File: config.mk
export PLATFORM = sky130hd
export DESIGN_NAME = bcd2hex_top
export DESIGN_NICKNAME = d
export VERILOG_FILES = /design/src/rtl/bcd2hex_top.sv
export SDC_FILE = /design/constraint.sdc
export NUM_CORES = 1
export LEC_CHECK = 0
export CAP_MARGIN = 20
export CORE_MARGIN = 4
export CORE_UTILIZATION = 40
export CTS_CLUSTER_DIAMETER = 120
export DETAILED_ROUTE_END_ITERATION = 7
export PLACE_DENSITY = 0.74
export SKIP_CTS_REPAIR_TIMING = 1
export SYNTH_ARGS = -nofsm -noshare
export SYNTH_HDL_FRONTEND = slang
export SYNTH_SLANG_ARGS = --single-unit
export TNS_END_PERCENT = 10
File: constraint.sdc
create_clock -name clk -period 2.66 [get_ports clk]
set_clock_uncertainty 0.1 [all_clocks]
set_input_delay 0.266 -clock clk [delete_from_list [all_inputs] [get_ports clk]]
set_output_delay 0.266 -clock clk [all_outputs]
set_load 0.03 [all_outputs]
File: src/rtl/bcd2hex_top.sv
`default_nettype none
// ============================================================================
// Module   : bcd2hex_top
// Purpose  : Converts four edited BCD digits back into binary preset values
//            for the stopwatch counters. One reverse double-dabble shifter
//            is shared serially: pair a/b first (h_val), then pair c/d (l_val).
//            A falling edge on start launches a conversion; a new falling
//            edge during a conversion restarts it.
// Ports    :
//   clk           in   system clock, rising edge
//   rst           in   asynchronous active-low reset
//   start         in   conversion request, falling edge launches
//   bcd_a/bcd_b   in   high pair tens/ones digit
//   bcd_c/bcd_d   in   low pair tens/ones digit
//   h_val [5:0]   out  binary a*10+b (0..59)
//   l_val [6:0]   out  binary c*10+d (0..99)
//   busy          out  conversion in progress (cnt 0..16)
//   done          out  completion window (cnt 17..30), qualify with err
//   err           out  last conversion rejected
// Revision : 1.0 - initial release
// ============================================================================
module bcd2hex_top #(
    parameter logic [6:0] H_MAX    = 7'd59,
    parameter logic [4:0] CNT_IDLE = 5'd31
) (
    input  logic       clk,
    input  logic       rst,
    input  logic       start,
    input  logic [3:0] bcd_a,
    input  logic [3:0] bcd_b,
    input  logic [3:0] bcd_c,
    input  logic [3:0] bcd_d,
    output logic [5:0] h_val,
    output logic [6:0] l_val,
    output logic       busy,
    output logic       done,
    output logic       err
);

    localparam logic [4:0] c_CNT_LOAD_A  = 5'd0;
    localparam logic [4:0] c_CNT_LOAD_C  = 5'd8;
    localparam logic [4:0] c_CNT_COMMIT  = 5'd16;
    localparam logic [4:0] c_CNT_DONE_LO = 5'd17;

    // One reverse double-dabble step on {tens, ones, bin}: shift right, then
    // correct each digit that received a carried-in weight of 8 (worth 5).
    function automatic logic [14:0] dabble_step(input logic [14:0] s);
        logic [14:0] t;
        t = s >> 1;
        if (t[14:11] >= 4'd8) t[14:11] = t[14:11] - 4'd3;
        if (t[10:7]  >= 4'd8) t[10:7]  = t[10:7]  - 4'd3;
        return t;
    endfunction

    function automatic logic pair_bad(input logic [3:0] tens, input logic [3:0] ones);
        return (tens > 4'd9) || (ones > 4'd9);
    endfunction

    logic        r_st0;
    logic        r_st1;
    logic [4:0]  r_cnt;
    logic [14:0] r_sh;
    logic [5:0]  r_hv_tmp;
    logic        r_flag;
    logic [5:0]  r_h_val;
    logic [6:0]  r_l_val;
    logic        r_busy;
    logic        r_done;
    logic        r_err;

    logic        w_launch;
    logic [4:0]  w_cnt_nxt;
    logic [14:0] w_iter;

    assign w_launch = r_st1 & ~r_st0;
    assign w_iter   = dabble_step(r_sh);

    always_comb begin
        w_cnt_nxt = r_cnt;
        if (w_launch) begin
            w_cnt_nxt = c_CNT_LOAD_A;
        end else if (r_cnt < CNT_IDLE) begin
            w_cnt_nxt = r_cnt + 5'd1;
        end
    end

    // Start history resets to 1 so a start held low through reset release
    // still looks like a falling edge and runs one conversion.
    always_ff @(posedge clk or negedge rst) begin
        if (!rst) begin
            r_st0  <= 1'b1;
            r_st1  <= 1'b1;
            r_cnt  <= CNT_IDLE;
            r_busy <= 1'b0;
            r_done <= 1'b0;
        end else begin
            r_st0  <= start;
            r_st1  <= r_st0;
            r_cnt  <= w_cnt_nxt;
            // Status flags follow the next count so they align with it.
            r_busy <= (w_cnt_nxt <= c_CNT_COMMIT);
            r_done <= (w_cnt_nxt >= c_CNT_DONE_LO) && (w_cnt_nxt < CNT_IDLE);
        end
    end

    // Shifter sequencing. r_flag accumulates every reason to reject the
    // conversion; it is reloaded at each pair-A load so a restart starts clean.
    always_ff @(posedge clk or negedge rst) begin
        if (!rst) begin
            r_sh     <= '0;
            r_hv_tmp <= '0;
            r_flag   <= 1'b0;
            r_h_val  <= '0;
            r_l_val  <= '0;
            r_err    <= 1'b0;
        end else begin
            if (r_cnt == c_CNT_LOAD_A) begin
                r_sh   <= {bcd_a, bcd_b, 7'd0};
                r_flag <= pair_bad(bcd_a, bcd_b);
            end else if (r_cnt == c_CNT_LOAD_C) begin
                r_hv_tmp <= r_sh[5:0];
                r_flag   <= r_flag | (r_sh[6:0] > H_MAX) | pair_bad(bcd_c, bcd_d);
                r_sh     <= {bcd_c, bcd_d, 7'd0};
            end else if (r_cnt == c_CNT_COMMIT) begin
                if (!r_flag) begin
                    r_h_val <= r_hv_tmp;
                    r_l_val <= r_sh[6:0];
                    r_err   <= 1'b0;
                end else begin
                    r_err   <= 1'b1;
                end
            end else if (r_cnt < c_CNT_COMMIT) begin
                r_sh <= w_iter;
            end
        end
    end

    assign h_val = r_h_val;
    assign l_val = r_l_val;
    assign busy  = r_busy;
    assign done  = r_done;
    assign err   = r_err;

endmodule
`default_nettype wire

==> qor.yml <==
floorplanning:
  die_h_um: 81.7
  rows: 26
  design.core.area_um2: 5170
  die_w_um: 81.7
  initial_utilization: 0.420
  pin_count: 35
  die_area_um2: 6670
final_layout:
  fill_cells: 464
  multi_input_area_um2: 935
  final-seq-area_um2: 1130
  area_delta_synth_final_pct: 21.7
  antenna_cells: 0
  drive_above_1_share: 0.208
  layout.nets: 243
sta:
  tightest_slew_ps: 440
  setup_viol_count_final: 0
  period_share: 0.727
  rsz0062_at_grt: "false"
  fmax_mhz: 517
  fin_crit_ps: 1930
  slew_violations: 0
  max_slew_margin: 0.707
  setup_tns_ps: 0
  finalHoldViolCount: 0
  whs_ps: 229
route:
  dr_total_vias: 1435
  drt_iter0_drc: 140
  postRouteAntennaNets: 0
  drt-total-wl_um: 3900
  avgViaCountPerCell: 4.93
  wl_per_cell_um: 13.4
  drc: 0
  dr.pass1.iters: 4
power:
  swShare: 0.348
  p_leak_nw: 1.14
  vdd_drop_max_mv: 0.345
  sequentialPowerShare: 0.519
  power_frac_clock: 0.208
  power.switching_mw: 0.718
  p_int_mw: 1.35
  p_comb_frac: 0.274
  pwr_density_cell_nw_per_um2: 781
worst_hold_path:
  worstHoldPathType: "in2async"
clock_network:
  cts_tree: "yes"
  cts_inserted_buffers: 5
  h-tree-depth: 2
  clk_path_buf_depth: 2
  clk_latency_ps: 300
  clk_pin_slew_ps: 90
  cts-root-buf: "clkbuf_8"
  clock-sinks: 45
global_route:
  grt_max_degree: 46
  grt_pass1_vias: 1389
  antenna_found_initial: 0
  overflow: 0
  grt.total_usage: 0.130
  grt_first_pass_wirelength_um: 6600
synthesis:
  syn-cell-area_um2: 2170
  syn-instance-count: 186
  yosysSeqAreaShare: 0.523
  synth_edf_count: 0
  async_reset_ff_frac: 1.00
  ys.flop_type: "dfrtp_1"
  syn_area_per_cell_um2: 11.7
  ys_ff_latch: 45
  yosys_warnings: 0
  synth_cell_types: 37
  synth_fp_nets: 209
  ys_top_cells_by_area: "dfrtp_1, dfstp_2, mux2_4, mux2_2, o21ai_0"
  synth_top_area_cell: "dfrtp_1"
  yosysTopAreaCellShare: 0.438
outcome:
  status: "finished, final reports clean"
placement:
  numPortBuffers: 34
  dp_hpwl_um: 2740
  place_congestion: 0.747
critical_path:
  critPathKind: "reg2reg"
  crit_required_ps: 2760
  arrival_ps: 2030
  worstRegToRegCells: 6
  cp-end-kind: "flip-flop"
  startpoint_type: "flip-flop"
  path_max_fanout: 13
run:
  max_cap_violations: 0
==> layout by cell type (no fill, tap or decap), types with 7 or more instances in the layout <==
cell,instances
a21oi_1,13
mux2_2,10
dfrtp_1,38
clkdlybuf4s50_1,33
o21ai_0,20
mux2_4,10
dfstp_2,7
nor2_1,8
nand2_1,21
==> critical path, stage by stage (launching register included) <==
cell     delay, ps
dfstp_2        410
inv_1           60
ha_1           200
nor3b_4        280
nand2_4        110
nor2_8         290
mux2_2         380
==> kinds of logic (layout without fill, tap and decap cells) <==
family / count (synthesis) / after routing / share of synthesized area
mux: 26 / 26 / 0.149
buf+inv: 16 / 51 / 0.0467
xor+xnor: 3 / 3 / 0.0121
simple gates: 49 / 49 / 0.131
fa+ha+maj: 4 / 4 / 0.0231
flops: 45 / 45 / 0.523
compound gates: 43 / 43 / 0.115
==> registers in the layout, indices dropped and copies added (netlist names), 5 cells and up <==
register	cells
r_cnt	5
r_hv_tmp	6
h_val	6
r_sh	15
l_val	7
==> per-stage QoR <==
step / instances / cell area [um2] / util / total power [mW] / worst slack [ps]
CTS: 289 / 2610 / 0.505 / 2.09 / 708
global route: 291 / 2640 / 0.511 / 2.22 / 657
finish: 291 / 2640 / 0.511 / 2.06 / 727
floorplan: 186 / 2170 / - / 1.50 / 857
detailed placement: 281 / 2520 / 0.488 / 1.65 / 711
global placement: 281 / 2520 / 0.488 / 1.62 / 758
==> power by group through the flow <==
stage          logic (mW)  registers (mW)  clock network [mW]
2_1_floorplan       0.486            1.01                   0
3_3_place_gp        0.547            1.08                   0
3_5_place_dp        0.566            1.09                   0
4_1_cts             0.571            1.07               0.448
5_1_grt             0.647            1.11               0.469
6_report            0.565            1.07               0.429
==> cell type report <==
class / count / share of cell area
inverters: 6 / 0.00852
multi-input cells: 125 / 0.354
flip-flops and latches: 45 / 0.429
clock buffers: 5 / 0.0260
repair buffers: 37 / 0.141
well taps: 70 / 0.0331
clock inverters: 3 / 0.00805
==> routing by layer <==
metal,vias to the layer above,part of all wire,track usage
li1,714,-,-
met1,691,0.45,0.158
met2,23,0.50,0.222
met3,7,0.037,0.0296
met4,0,0.016,0.0548
met5,-,0,0
==> path summary, 6_finish.rpt <==
check / start / slack (ps) / end
worst max-delay path: r_cnt[0] / 730 / l_val[0]
worst min-delay path: rst / 230 / h_val[3]
worst max register to register: r_cnt[0] / 730 / l_val[0]
worst min register to register: r_st0 / 270 / r_st1
max in group asynchronous: rst / 1700 / r_st0
min in group clk: start / 270 / r_st0
==> cells in the mapped netlist (all sizes together), types with 4 or more instances <==
cell type   n
a21oi      13
buf         8
dfrtp      38
dfstp       7
ha          4
inv         6
mux2       20
mux2i       6
nand2      22
nand4       4
nor2        9
nor2b       5
o21ai      20
(Power assumes the default switching activity.)
==> RTL change 1, RTL diff (config.mk and constraints unchanged) <==
The output `busy` loses its register stage (`r_busy` becomes a continuous assignment).
--- a/src/rtl/bcd2hex_top.sv
+++ b/src/rtl/bcd2hex_top.sv
@@ -92,5 +92,4 @@
             r_st1  <= 1'b1;
             r_cnt  <= CNT_IDLE;
-            r_busy <= 1'b0;
             r_done <= 1'b0;
         end else begin
@@ -99,8 +98,9 @@
             r_cnt  <= w_cnt_nxt;
             // Status flags follow the next count so they align with it.
-            r_busy <= (w_cnt_nxt <= c_CNT_COMMIT);
             r_done <= (w_cnt_nxt >= c_CNT_DONE_LO) && (w_cnt_nxt < CNT_IDLE);
         end
     end
+
+    assign r_busy = (w_cnt_nxt <= c_CNT_COMMIT);
 
     // Shifter sequencing. r_flag accumulates every reason to reject the
Behaviour: not the same (a bounded check fails within 4 cycles, from zero or initial values and one cycle with rst low).
==> RTL change 1 against the unedited design <==
- final cell count up 0.69%
- worst setup slack worse by 0.56 ns
- sequential cell count down 1
- routed wire length down 4.9%
- final area down 0.66%
- area after synthesis down 3.0%
- power up 2.9%
- critical path type is now register to output port
==> RTL change 1: results (changes against the unedited design) <==
{| class="wikitable"
! Metric !! Value
|-
| Outcome || finished clean
|-
| DRC marker count from the first detailed-route iteration || 72 (-49%)
|-
| Share of the synthesized netlist area taken by xor and xnor gates || 0.00832 (-0.00379)
|-
| Instance area at placement || 2480 um2 (-1.6%)
|-
| Via count of the first global-routing pass || 1353 (-2.6%)
|-
| Cell variety after synth || 39 (+5.4%)
|-
| Sequential-to-total area share from yosys stat || 0.527 (+0.00427)
|-
| Peak supply drop || 0.315 mV (-8.8%)
|-
| Power drawn by the combinational cells || 591 uW (+4.6%)
|-
| Sequential cell power || 1.03 mW (-4%)
|-
| Slack of the worst reg-to-reg path || 0.45 ns (-0.28 ns)
|-
| Number of nets in the finished design || 245 (+0.82%)
|-
| Cells after Synth || 187 (+0.54%)
|-
| Compound-Gate Fraction of Synth Area || 0.110 (-0.00535)
|-
| Post-route cell area || 2630 um2 (-0.66%)
|-
| Number of inserted filler cells in the final layout || 476 (+2.6%)
|-
| Number of iterations in the first detailed-routing pass || 5 (+1)
|-
| Capture point of the worst reg-to-reg path || l_val[4]$_DFFE_PN0P_
|-
| Final weighted congestion of routability-driven global placement || 0.791 (+5.8%)
|-
| Leakage component of the power || 1.16 nW (+2.1%)
|-
| Hold WS || 0.271 ns (+0.0421 ns)
|-
| Areal power density over the cells || 809 nW/um2 (+3.6%)
|-
| Total Routing Usage GR || 0.129 (-0.00122)
|-
| Total length of routed wires || 3710 um (-4.9%)
|-
| Dpl hpwl || 2620 um (-4.5%)
|-
| Maximum single-stage delay on the critical path || 0.59 ns (+0.18 ns)
|-
| Biggest area contributors in the synthesized netlist || sky130_fd_sc_hd__dfrtp_1 44%, sky130_fd_sc_hd__dfstp_2 8.7%, sky130_fd_sc_hd__mux2_4 7.1%
|}
[RTL change 1: logic make-up after synthesis]
group,count (synthesis)
xor+xnor,2
buf+inv,15
compound gates,40
simple gates,54
fa+ha+maj,4
flops,44
mux,28
[RTL change 1: worst max path at each step]
stage	startpoint	endpoint	slack (ns)	depth (start not counted)
after global placement	r_cnt[0]$_DFF_PN1_	busy	0.1	5
after detailed placement	r_cnt[0]$_DFF_PN1_	busy	0.006	5
after floorplan	r_cnt[0]$_DFF_PN1_	h_val[1]$_DFFE_PN0P_	0.64	8
after CTS	r_cnt[0]$_DFF_PN1_	busy	-0.32	5
after global routing	r_cnt[0]$_DFF_PN1_	busy	0.08	5
final	r_cnt[0]$_DFF_PN1_	busy	0.17	5
[RTL change 1: layout make-up]
class                           instances  share of cell area
Clock buffer                            5              0.0262
Clock inverter                          3              0.0162
Inverter                                5             0.00715
Multi-Input combinational cell        128               0.348
Sequential cell                        44               0.423
Tap cell                               70              0.0334
Timing Repair Buffer                   38               0.146
[RTL change 1: per-layer routing]
metal	vias to the layer above	share of wire	global-route usage	wire length, um
met4	0	0.018	0.0456	66
met5	-	0	0	0
met2	35	0.47	0.201	1730
met1	673	0.47	0.168	1730
li1	712	-	-	-
met3	5	0.050	0.0415	185
[RTL change 1: worst reg2reg max path, stage by stage, from the launching register on]
cell and delay [ns]:
sky130_fd_sc_hd__dfstp_2 0.40, sky130_fd_sc_hd__inv_1 0.10, sky130_fd_sc_hd__ha_1 0.20, sky130_fd_sc_hd__nand2b_4 0.18, sky130_fd_sc_hd__or3b_4 0.48, sky130_fd_sc_hd__nor2_8 0.27, sky130_fd_sc_hd__mux2_2 0.38
==> RTL change 2, RTL diff (same settings) <==
Without the edit above. `H_MAX`: 7'd59 -> 7'd29.
--- a/src/rtl/bcd2hex_top.sv
+++ b/src/rtl/bcd2hex_top.sv
@@ -21,5 +21,5 @@
 // ============================================================================
 module bcd2hex_top #(
-    parameter logic [6:0] H_MAX    = 7'd59,
+    parameter logic [6:0] H_MAX    = 7'd29,
     parameter logic [4:0] CNT_IDLE = 5'd31
 ) (
Behaviour: no difference found for any inputs over 10 cycles, from zero or initial values and one cycle with rst low; that may be too few to reach the edited logic, so the function may still have changed.
==> RTL change 2 against the unedited design <==
- worst setup slack worse by 0.13 ns
- sequential cell count stayed put
- routed wire length is 0.15% lower
- non-clock buffer count is 1 higher
- area after synthesis is 2.0% lower
- global-route usage is 0.22 points lower
- final area is 1.1% lower
- die area is 1.8% lower
- power is 0.73% higher
- sequential share of layout area is 0.47 points higher
- via count is 0.21% higher
- critical path depth stayed put
- highest routed layer unchanged
==> RTL change 2: results (changes against the unedited design) <==
{| class="wikitable"
! Metric !! Value
|-
| Outcome || finished clean
|-
| Cell variety after synth || 36 (-2.7%)
|-
| Crit Reg-Reg Startpoint || r_cnt[0]$_DFF_PN1_
|-
| Number of synthesized register bits || 45 (unchanged)
|-
| Routed len/inst || 13.4 um (+0.19%)
|-
| Final weighted congestion of routability-driven global placement || 0.728 (-2.6%)
|-
| Peak supply drop || 0.420 mV (+22%)
|-
| Total number of vias || 1438 (+0.21%)
|-
| Global-route wire length before repair || 6430 um (-2.5%)
|-
| Total Routing Usage GR || 0.128 (-0.00223)
|-
| Sequential-to-total area share from yosys stat || 0.534 (+0.0108)
|-
| Dpl hpwl || 2830 um (+3.2%)
|-
| Commonest cells post-synth || 38 x sky130_fd_sc_hd__dfrtp_1, 25 x sky130_fd_sc_hd__nand2_1, 19 x sky130_fd_sc_hd__o21ai_0
|-
| Biggest area contributors in the synthesized netlist || sky130_fd_sc_hd__dfrtp_1 45%, sky130_fd_sc_hd__dfstp_2 8.6%, sky130_fd_sc_hd__mux2_4 7.1%
|-
| Clock insertion delay at the later pin of the skew report || 0.29 ns
|-
| Critical path arrival || 2.15 ns (+0.12 ns)
|-
| Count of antenna diodes in the layout || 0 (unchanged)
|-
| Capture point of the worst reg-to-reg path || l_val[1]$_DFFE_PN0P_
|-
| Leakage component of the power || 1.12 nW (-1.6%)
|-
| Net count after synthesis || 209 (unchanged)
|-
| DRC marker count from the first detailed-route iteration || 62 (-56%)
|-
| Share of post-route cells with drive strength above 1 || 0.191 (-0.0172)
|-
| Instance area at placement || 2490 um2 (-1.1%)
|-
| Number of antenna violations at the first check in global routing || 0 (unchanged)
|-
| CTS H-tree depth || 2 (unchanged)
|-
| CP max FO || 25 (+12)
|-
| Slew at the pin closest to its max-slew limit || 0.530 ns (+0.0895 ns)
|-
| Slack of the worst reg-to-reg path || 0.59 ns (-0.13 ns)
|}
RTL change 2: changes by cell type after synthesis, moves of 3 or more:
| cell | unedited run | this run |
|---|---|---|
| sky130_fd_sc_hd__clkbuf_1 | 2 | 6 |
| sky130_fd_sc_hd__nand2_1 | 21 | 25 |
| sky130_fd_sc_hd__a21oi_1 | 13 | 10 |
| sky130_fd_sc_hd__buf_4 | 4 | 1 |
RTL change 2: worst max-delay path, stage by stage (launching register included):
cell and delay (ns):
sky130_fd_sc_hd__dfstp_2 0.40, sky130_fd_sc_hd__inv_1 0.11, sky130_fd_sc_hd__ha_1 0.20, sky130_fd_sc_hd__nand2b_4 0.18, sky130_fd_sc_hd__nor3b_2 0.26, sky130_fd_sc_hd__and2b_4 0.34
sky130_fd_sc_hd__mux2_2 0.36
RTL change 2: power breakdown:
group          internal, mW  switching [mW]  total [mW]
registers             0.872           0.162        1.03
logic                 0.299           0.327       0.626
clock network         0.205           0.215       0.420
RTL change 2: kinds of logic (layout without fill, tap and decap cells):
kind of cell	count (synthesis)	in the layout	synth area share
xor+xnor	2	2	0.00824
buf+inv	16	50	0.0424
compound gates	42	42	0.118
flops	45	45	0.534
simple gates	50	50	0.118
mux	27	27	0.157
fa+ha+maj	4	4	0.0235
RTL change 2: stage by stage:
stage / instances / utilization / power (mW) / worst slack, ns
CTS: 288 / 0.503 / 2.10 / 0.585
global placement: 281 / 0.485 / 1.64 / 0.634
detailed placement: 281 / 0.485 / 1.67 / 0.600
finish: 290 / 0.509 / 2.08 / 0.595
floorplan: 186 / - / 1.50 / 0.623
global route: 290 / 0.509 / 2.22 / 0.466
RTL change 2: how the worst min path moves through the flow:
stage,from,endpoint,slack (ns),cells past startpoint
final,rst,h_val[5]$_DFFE_PN0P_,0.21,2
after global routing,rst,h_val[5]$_DFFE_PN0P_,0.21,2
after CTS,rst,l_val[2]$_DFFE_PN0P_,0.05,1
after detailed placement,r_st0$_DFF_PN1_,r_st1$_DFF_PN1_,0.26,0
after global placement,r_st0$_DFF_PN1_,r_st1$_DFF_PN1_,0.26,0
after floorplan,rst,busy$_DFF_PN0_,-0.13,0
RTL change 2: metal layers:
metal / vias to the layer above / wire (um) / global-route usage
li1: 710 / - / -
met1: 689 / 1610 / 0.148
met2: 34 / 2010 / 0.226
met3: 5 / 221 / 0.0299
met4: 0 / 57 / 0.0557
met5: - / 0 / 0
RTL change 2: cell type report:
type                    instances  area (um2)
fillers                       489        2530
flip-flops and latches         45        1130
multi-input cells             125         902
repair buffers                 38         380
well taps                      70        87.6
clock buffers                   6        82.6
inverters                       5        18.8
clock inverters                 1        7.51
